--- src/rtl/period_meter.sv ---
// period_meter: synchronizes SIG_IN, times the CLK-cycle gap between
// consecutive rising edges, and strobes each finished interval on TN/SAMPLE.
// N counts issued samples (saturating at DEPTH), OVERFLOW is sticky on a
// saturated interval. Optional glitch filter: PERIOD_METER_GLITCH_FILTER_EN.
module period_meter #(
    parameter int WIDTH       = 12,
    parameter int SYNC_STAGES = 2,
    parameter int DEPTH       = 14,
    parameter int FILTER_LEN  = 3
) (
    input  logic             CLK,
    input  logic             RESET_N,
    input  logic             ENABLE,
    input  logic             SIG_IN,
    output logic [WIDTH-1:0] TN,
    output logic             SAMPLE,
    output logic [3:0]       N,
    output logic             OVERFLOW
);

    typedef enum logic [1:0] {IDLE, ARM, MEASURE} state_t;

    localparam logic [WIDTH-1:0] CNT_MAX = '1;
    localparam logic [WIDTH-1:0] CNT_ONE = WIDTH'(1);
    localparam logic [3:0]       DEPTH_N = 4'(DEPTH);

    logic [SYNC_STAGES-1:0] sync_pipe;
    logic [SYNC_STAGES-1:0] vld_pipe;
    logic                   sync_lvl;
    logic                   sync_ok;
    logic                   edge_lvl;
    logic                   prev_lvl;
    logic                   rise;
    logic                   rise_q;

    state_t                 state, state_d;
    logic [WIDTH-1:0]       cnt, cnt_d;
    logic [WIDTH-1:0]       tn_d;
    logic                   sample_d;
    logic [3:0]             n_d;
    logic                   ovf_d;

    // Metastability chain; vld_pipe marks when the chain holds real samples
    // rather than reset zeros, so a high input at reset is not seen as an edge.
    always_ff @(posedge CLK) begin
        if (!RESET_N) begin
            sync_pipe <= '0;
            vld_pipe  <= '0;
        end else begin
            sync_pipe <= {sync_pipe[SYNC_STAGES-2:0], SIG_IN};
            vld_pipe  <= {vld_pipe[SYNC_STAGES-2:0], 1'b1};
        end
    end

    assign sync_lvl = sync_pipe[SYNC_STAGES-1];
    assign sync_ok  = vld_pipe[SYNC_STAGES-1];

`ifdef PERIOD_METER_GLITCH_FILTER_EN
    localparam int FCW = (FILTER_LEN > 1) ? $clog2(FILTER_LEN) : 1;

    logic [FCW-1:0] filt_cnt;
    logic           filt_lvl;

    // Level follows the synchronized input only after FILTER_LEN stable cycles;
    // starts high so an input already high at reset cannot create an edge.
    always_ff @(posedge CLK) begin
        if (!RESET_N) begin
            filt_cnt <= '0;
            filt_lvl <= 1'b1;
        end else if (!sync_ok || (sync_lvl == filt_lvl)) begin
            filt_cnt <= '0;
        end else if (filt_cnt == FCW'(FILTER_LEN - 1)) begin
            filt_lvl <= sync_lvl;
            filt_cnt <= '0;
        end else begin
            filt_cnt <= filt_cnt + 1'b1;
        end
    end

    assign edge_lvl = filt_lvl;
`else
    assign edge_lvl = sync_lvl;
`endif

    // Edge detect; prev is parked high until the chain is primed.
    always_ff @(posedge CLK) begin
        if (!RESET_N) begin
            prev_lvl <= 1'b1;
            rise_q   <= 1'b0;
        end else begin
            prev_lvl <= sync_ok ? edge_lvl : 1'b1;
            rise_q   <= rise;
        end
    end

    assign rise = edge_lvl & ~prev_lvl;

    // State and output registers.
    always_ff @(posedge CLK) begin
        if (!RESET_N) begin
            state    <= IDLE;
            cnt      <= '0;
            TN       <= '0;
            SAMPLE   <= 1'b0;
            N        <= '0;
            OVERFLOW <= 1'b0;
        end else begin
            state    <= state_d;
            cnt      <= cnt_d;
            TN       <= tn_d;
            SAMPLE   <= sample_d;
            N        <= n_d;
            OVERFLOW <= ovf_d;
        end
    end

    // Next state: disable overrides everything, including a coincident rise.
    always_comb begin
        state_d  = state;
        cnt_d    = cnt;
        tn_d     = TN;
        sample_d = 1'b0;
        n_d      = N;
        ovf_d    = OVERFLOW;
        if (!ENABLE) begin
            state_d = IDLE;
            cnt_d   = '0;
            n_d     = '0;
            ovf_d   = 1'b0;
        end else begin
            case (state)
                IDLE: begin
                    state_d = ARM;
                    cnt_d   = '0;
                    n_d     = '0;
                    ovf_d   = 1'b0;
                end
                ARM: begin
                    if (rise_q) begin
                        cnt_d   = CNT_ONE;
                        state_d = MEASURE;
                    end
                end
                MEASURE: begin
                    if (rise_q) begin
                        tn_d     = cnt;
                        sample_d = 1'b1;
                        cnt_d    = CNT_ONE;
                        if (N != DEPTH_N) n_d = N + 4'd1;
                        if (cnt == CNT_MAX) ovf_d = 1'b1;
                    end else if (cnt != CNT_MAX) begin
                        cnt_d = cnt + CNT_ONE;
                    end
                end
                default: state_d = IDLE;
            endcase
        end
    end

endmodule
--- config.mk ---
export PLATFORM = sky130hd
export DESIGN_NAME = period_meter
export DESIGN_NICKNAME = d
export VERILOG_FILES = /design/src/rtl/period_meter.sv
export SDC_FILE = /design/constraint.sdc
export NUM_CORES = 1
export LEC_CHECK = 0
export ABC_AREA = 1
export BUFFER_PORTS_ARGS = -buffer_cell sky130_fd_sc_hd__clkbuf_2
export CAP_MARGIN = 20
export CORE_ASPECT_RATIO = 0.8
export CORE_MARGIN = 2
export CORE_UTILIZATION = 52
export CTS_CLUSTER_DIAMETER = 150
export DETAILED_ROUTE_END_ITERATION = 6
export MAX_ROUTING_LAYER = met4
export PLACE_DENSITY = 0.75
export SLEW_MARGIN = 20
export SYNTH_ARGS = -nofsm -noshare
export SYNTH_HDL_FRONTEND = slang
export SYNTH_SLANG_ARGS = --single-unit
--- constraint.sdc ---
create_clock -name CLK -period 1.5 [get_ports CLK]
set_input_delay 0.375 -clock CLK [delete_from_list [all_inputs] [get_ports CLK]]
set_output_delay 0.375 -clock CLK [all_outputs]
set_load 0.02 [all_outputs]
Word-level counts from Yosys, hierarchy flattened
Index checks and enable logic that the tools add are counted.
{"block": "totals", "ff_bits": 38, "input_bits": 4, "output_inout_bits": 18, "elab_cells": 51}
{"block": "classes", "add_sub_neg": 2, "n_eq_ne": 10, "mux": 14, "n_bitwise": 3, "n_reduce_logical": 11}
{"operator": "$mux 12", "n": 3}
{"operator": "$pmux 12 s3", "n": 1}
{"operator": "$reduce_and 3->1", "n": 5}
{"operator": "$add 12x1->12 const B", "n": 1}
{"operator": "$eq 12x12->1 const B", "n": 1}
{"operator": "$ne 12x12->1 const B", "n": 1}
{"operator": "$mux 4", "n": 2}
{"operator": "$ne 2x2->1 const B", "n": 4}
{"operator": "$pmux 4 s2", "n": 1}
{"operator": "$pmux 2 s3", "n": 1}
{"operator": "$reduce_and 2->1", "n": 3}
{"operator": "$add 4x1->4 const B", "n": 1}
{"operator": "$mux 1", "n": 4}
{"operator": "$ne 4x4->1 const B", "n": 1}
{"operator": "$ne 3x3->1 const B", "n": 1}
{"operator": "$reduce_bool 3->1", "n": 1}
{"operator": "$eq 2x1->1 const B", "n": 1}
{"operator": "$eq 2x2->1 const B", "n": 1}
{"operator": "$logic_not 2->1", "n": 1}
{"operator": "$mux 2", "n": 1}
{"operator": "$not 1->1", "n": 2}
{"operator": "$pmux 1 s2", "n": 1}
{"operator": "$reduce_bool 2->1", "n": 1}
{"operator": "$and 1x1->1", "n": 1}

Logic depth before layout (Yosys ltp)
Gate-level depths: netlist (run 1).
{"block": "logic_depth", "ltp_word": 4, "ltp_mapped": 11, "depth_no_buf": 10}

Worst setup path after synthesis (run 1)
Ideal clock, no wire load.
{"block": "synth_path", "path_type": "reg-to-reg", "from": "reg state[0]", "to": "reg cnt[3]", "setup_ns": 0.066, "arrival_ns": 1.376, "required_time_ns": 1.434, "setup_slack_ns": 0.058, "stages_incl_launch_ff": 10, "n_path_buf": 2, "synth_period_minus_slack_ns": 1.442, "path_cell_list": "dfxtp_1 > inv_1 > ha_1 > buf_4 > nor2_1 > a21oi_4 > buf_4 > nand3_1 > nand2_1 > a21oi_2"}
{"block": "synth_between", "elab_chain_len": 3}
{"element": "start, declared", "line": "36", "text": "state_t state, state_d;"}
{"element": "start signal, assigned", "line": "108", "text": "state <= state_d;"}
{"element": "$eq 2x2->1, or another cell as far along", "line": "131", "text": "case (state)"}
{"element": "$ne 3x3->1 (no source line), or another cell as far along"}
{"element": "$reduce_and 3->1 (no source line)"}
{"element": "end signal, assigned", "line": "109", "text": "cnt <= cnt_d;"}
{"element": "end, declared", "line": "37", "text": "logic [WIDTH-1:0] cnt, cnt_d;"}
Parallel ways exist; a longest one is shown, timed or not.
A chain may end at the register's enable or synchronous reset.

Worst setup path after layout (run 1)
{"block": "layout_path", "from": "reg state[0]", "to": "reg cnt[4]"}
Same word-level chain as after synthesis.

==> flow_summary.yaml, run 1 <==
run_status:
  status: "finished clean"
floorplanning:
  start_util_pct: 54.8
  fp.dieW_um: 71.6
  die_height_um: 58.1
  io_pins: 22
  rows: 19
  dieArea_um2: 4160
  core_area_um2: 3470
clock_network:
  cts_inserted_buffers: 5
  insertion_delay_ps: 290
  clk_pin_slew_worst_paths_ps: 80
  hold_buffers: 0
  cts_root_buf: "clkbuf_8"
  htreeDepth: 2
  cts.sinks: 38
  tritoncts: "done"
  cts_buffer_depth: 2
final_layout:
  syn2layout_area_growth_pct: 27.7
  utilization_pct: 70.0
  finalNonFillerCells: 350
  final_area_um2: 2430
  drive_above_1_share_pct: 29.2
  antenna_cells: 0
  final_net_count: 318
timing:
  finalMaxSlewViolations: 0
  hold_viol: 0
  clock_skew_ps: 5.25
  fin_crit_ps: 1470
  fmax_mhz: 679
  worst_slew_pin_slew_ps: 281
  relSlewSlack_pct: 81.2
  tns_ps: 0
  setup_violations: 0
  rsz0062_at_grt: "yes"
  timing.final.crit_share_pct: 98.2
synthesis:
  avgSynthCellArea_um2: 7.10
  yosys_most_used_dff: "dfxtp_1"
  synth_commonest_cells: "nand2_1 (47), inv_1 (45), dfxtp_1 (38)"
  yosys_warnings: 0
  synth_fp_nets: 279
  synth_cell_types: 31
  netlist_top_cells_area: "dfxtp_1 (40%), nand2_1 (9.3%), inv_1 (8.9%)"
  async_reset_ff_share_pct: 0
  ys_seq_elements: 38
  synth_most_common_cell: "nand2_1"
  synth_area_leader_cell: "dfxtp_1"
  yosys.area.top_type_share_pct: 40.0
  syn_inst: 268
  synth-edff-count: 0
  syn-cell-area_um2: 1900
  synth-seq-area-share_pct: 40.0
placement:
  numPortBuffers: 21
  placed_area_um2: 2160
  gp_routability_congestion: 0.971
  dp.cells: 338
  dp_hpwl_um: 3040
global_routing:
  grt_max_degree: 25
  grt_pass1_wl_um: 6550
  grt_util_all_layers_pct: 20.8
  gr-total-overflow: 0
  antenna_found_initial: 0
  grt_pass1_vias: 1452
detailed_routing:
  num_vias: 1806
  routed_wl_um: 4420
  drt_iter0_markers: 161
  detail-route-antenna-nets: 0
  dr.pass1.iters: 7
  drc: 0
  routedWlPerCell_um: 12.6
  viasPerCell: 5.16
worst_setup_path:
  required_ps: 1730
  crit_type: "reg -> reg"
  start_kind: "flip-flop"
  worstPathCellList: "buf_6 -> ha_4 -> inv_4 -> nor2_4 -> a21oi_4 -> clkbuf_16 -> nand3_1 -> a21oi_2"
  arrival_ps: 1710
  endpoint_kind: "flip-flop"
  crit_path_max_fanout: 6
  slowest_delay_ps: 330
  crit_slowest_cell: "dfxtp_2"
pwr:
  irDropWorstVdd_v: 0.000474
  powerDensity_nw_per_um2: 899
  p_leak_nw: 1.04
  finalPower_w: 0.00218
worst_hold_path:
  hold_path.class: "in -> reg"
run:
  cap_violations: 0
layout make-up:
type / instances / area (um2)
fill: 279 / 1040
multi-input combinational: 171 / 990
sequential: 38 / 768
timing repair buffer: 40 / 328
inverter: 51 / 196
clock buffer: 6 / 82.6
tap: 42 / 52.6
clock inverter: 2 / 12.5
report_power, final:
group	internal (W)	switching (W)
Clock	0.000369	0.000366
Combinational	0.000175	0.000223
Sequential	0.00103	0.0000186
metrics by stage:
| step | hold WS [ps] | setup slack, ps |
|---|---|---|
| 6_report | 261 | 26.4 |
| 5_1_grt | 271 | -55.0 |
| 4_1_cts | 257 | 10.6 |
| 3_5_place_dp | 377 | -88.5 |
| 3_3_place_gp | 370 | -11.8 |
| 2_1_floorplan | 367 | 58.4 |
state kept, by name (all words and copies together) (netlist names):
register	count
TN	12
cnt	12
N	4
state	2
sync_pipe	2
vld_pipe	2
OVERFLOW	1
SAMPLE	1
prev_lvl	1
rise_q	1
cell usage in the layout, fill, tap and decap left out, drive strengths merged:
cell and count:
nand2 51, inv 51, dfxtp 38, nor2 34, clkbuf 29, nand3 24, o21ai 21, a21oi 21
buf 17, ha 7, nand4 5, nor3 1, nor3b 1, and2 1, a31oi 1, o211ai 1
a31o 1, o211a 1, a211oi 1, clkinvlp 1, clkinv 1
cells by family (layout without fill, tap and decap cells):
family | count (synthesis) | count (layout) | synth area share [%]
buf+inv | 59 | 99 | 12.6
fa+ha+maj | 7 | 7 | 4.60
compound gates | 47 | 47 | 14.5
flops | 38 | 38 | 40.0
simple gates | 117 | 117 | 28.3
worst max-delay path: cells and delay by family (launching register included):
family / cells / cell delay (ps)
buffers and inverters: 3 / 390
adders and majority gates: 1 / 150
and+or+nand+nor: 2 / 150
AOI/OAI and AO/OA: 2 / 380
DFF: 1 / 330
final timing paths:
check                                 start      endpoint  slack [ps]  depth (start not counted)
worst max-delay path               state[0]        cnt[4]          30                          8
worst min-delay path                 SIG_IN  sync_pipe[0]         260                          3
worst max register to register     state[0]        cnt[4]          30                          8
worst min register to register  vld_pipe[1]      prev_lvl         390                          1
metal layers:
| metal | vias up | wire length [um] | global-route usage, % |
|---|---|---|---|
| li1 | 925 | - | - |
| met1 | 801 | 2110 | 28.6 |
| met5 | - | 0 | - |
| met3 | 7 | 323 | 4.87 |
| met4 | 0 | 46 | 6.47 |
| met2 | 73 | 1940 | 30.4 |
what timing repair did:
action                                  4_1_cts  5_1_grt
setup buffers                                 1        1
cloned                                        0        2
hold endpoints to repair                      0        0
pin swaps                                     0        9
gates resized for setup                       4       28
endpoints found under the setup margin       14       17
Note: power is estimated with default switching activity, not from simulation.
==> run 2, diff against run 1 <==
- CORE_UTILIZATION: 52 -> 57
- PLACE_DENSITY: 0.75 -> 0.78
- clock period: 1.5 -> 1.4 ns (I/O delays scaled with it)
==> run 2 against run 1 <==
The run now ends with setup timing left. Clock power up 55%. Design area is 6.8% higher. Worst hold slack got worse by 32 ps. Die area down 8.2%. Clock-buffer cell count is 1 lower. Sequential power is 8% higher.
==> flow_summary.yaml, run 2 (synthesized netlist as in run 1, its figures left out) <==
run_status:
  status: "complete, but fails checks"
  failed_checks: "setup timing"
worst_setup_path:
  endpoint_kind: "flip-flop"
  required_ps: 1630
  crit_type: "reg -> reg"
  arrival_ps: 1740
  crit_slowest_cell: "dfxtp_2"
  slowest_delay_ps: 340
  crit_path_max_fanout: 7
  worstPathCellList: "inv_2 -> ha_4 -> nand2_2 -> inv_2 -> nand4_4 -> buf_6 -> nand3_2 -> nand2_2 -> a21oi_2"
  start_kind: "flip-flop"
detailed_routing:
  num_vias: 1920
  drc: 0
  dr.pass1.iters: 4
  routedWlPerCell_um: 14.7
  detail-route-antenna-nets: 0
  viasPerCell: 5.36
  drt_iter0_markers: 149
  routed_wl_um: 5280
timing:
  fin_crit_ps: 1500
  rsz0062_at_grt: "yes"
  relSlewSlack_pct: 80.0
  timing.final.ws_setup_ps: -104
  timing.final.crit_share_pct: 107
  setup_violations: 16
  clock_skew_ps: 9.27
  tns_ps: -881
  finalMaxSlewViolations: 0
  fmax_mhz: 665
  hold_viol: 0
  worst_slew_pin_slew_ps: 300
placement:
  numPortBuffers: 21
  gp_routability_congestion: 0.865
  dp_hpwl_um: 3110
clock_network:
  cts.sinks: 38
  cts_inserted_buffers: 5
  cts_buffer_depth: 2
  insertion_delay_ps: 300
  clk_pin_slew_worst_paths_ps: 80
  htreeDepth: 2
  tritoncts: "done"
  hold_buffers: 0
  cts_root_buf: "clkbuf_8"
pwr:
  p_seq_share_pct: 41.3
  powerDensity_nw_per_um2: 1050
  p_clk_share_pct: 41.7
  combPwrFrac_pct: 17.0
  p_leak_nw: 1.13
  p_sw_w: 0.000720
  p_sw_share_pct: 26.4
  irDropWorstVdd_v: 0.000691
  internal_power_w: 0.00201
final_layout:
  utilization_pct: 82.9
  top_regs: "TN (12), cnt (12), N (4)"
  drive_above_1_share_pct: 37.1
  final_cell_mix: "inv_1 (40), nand2_1 (40), dfxtp_1 (34)"
  syn2layout_area_growth_pct: 36.4
  final_net_count: 328
  antenna_cells: 0
global_routing:
  grt_max_degree: 25
  gr-total-overflow: 0
  grt_pass1_vias: 1710
  grt_pass1_wl_um: 7910
  grt_util_all_layers_pct: 28.2
  antenna_found_initial: 0
floorplanning:
  die_height_um: 55.7
  start_util_pct: 60.8
  core_area_um2: 3130
  fp.dieW_um: 68.6
  io_pins: 22
  rows: 18
  dieArea_um2: 3820
run:
  cap_violations: 0
worst_hold_path:
  hold_path.class: "in -> reg"
run 2: cell types whose count changed in the layout (fill, tap and decap cells not counted), sizes merged:
cell / change
buf: +12
bufinv: +2
clkbuf: -3
clkinvlp: -1
run 2: area by class of cell:
class                      instances  area [um2]
sequential                        38         768
multi-input combinational        171        1080
inverter                          51         201
timing repair buffer              50         363
tap                               40        50.0
clock buffer                       5        68.8
clock inverter                     3        68.8
fill                             185         534
run 2: power by group through the flow:
| stage | clock [W] | combinational, W | sequential (W) |
|---|---|---|---|
| 2_1_floorplan | 0 | 0.000223 | 0.00115 |
| 3_3_place_gp | 0 | 0.000332 | 0.00114 |
| 3_5_place_dp | 0 | 0.000340 | 0.00114 |
| 4_1_cts | 0.00114 | 0.000422 | 0.00112 |
| 5_1_grt | 0.00118 | 0.000509 | 0.00113 |
| 6_report | 0.00114 | 0.000463 | 0.00113 |
run 2: through the flow:
step / instance area, um2 / hold WS [ps] / instances / total power [W] / setup slack (ps)
after floorplan: 1910 / 367 / 268 / 0.00137 / 5.33
after global placement: 2220 / 371 / 347 / 0.00148 / -102
after detailed placement: 2220 / 373 / 347 / 0.00148 / -184
after CTS: 2520 / 230 / 357 / 0.00268 / -41.0
after global routing: 2600 / 247 / 358 / 0.00282 / -181
final: 2600 / 228 / 358 / 0.00273 / -104
run 2: what timing repair did:
item,4_1_cts,5_1_grt
buffers inserted,0,1
hold endpoints to repair,0,0
endpoints found under the setup margin,30,31
resized for setup,42,33
cloned,2,0
pin swaps,18,7
run 2: worst max-delay path: cells and delay by family, from the launching register on:
family	cells	cell delay, ps
compound gates	1	110
fa+ha+maj	1	180
buf+inv	3	380
flops	1	340
simple gates	4	410
run 2: metal layers:
metal  vias to the layer above  track usage, %  part of all wire (%)
li1                        947               -                     -
met1                       857            37.6                    43
met2                       101            42.4                    47
met3                        15            4.86                   7.7
met4                         0            10.3                   2.5
met5                         -               -                     0
run 2: worst paths after layout:
| path | from | to | slack, ps | depth (start not counted) |
|---|---|---|---|---|
| worst max register to register | state[0] | cnt[4] | -100 | 9 |
| worst min-delay path | SIG_IN | sync_pipe[0] | 230 | 3 |
| worst max-delay path | state[0] | cnt[4] | -100 | 9 |
| worst min register to register | vld_pipe[1] | prev_lvl | 390 | 1 |
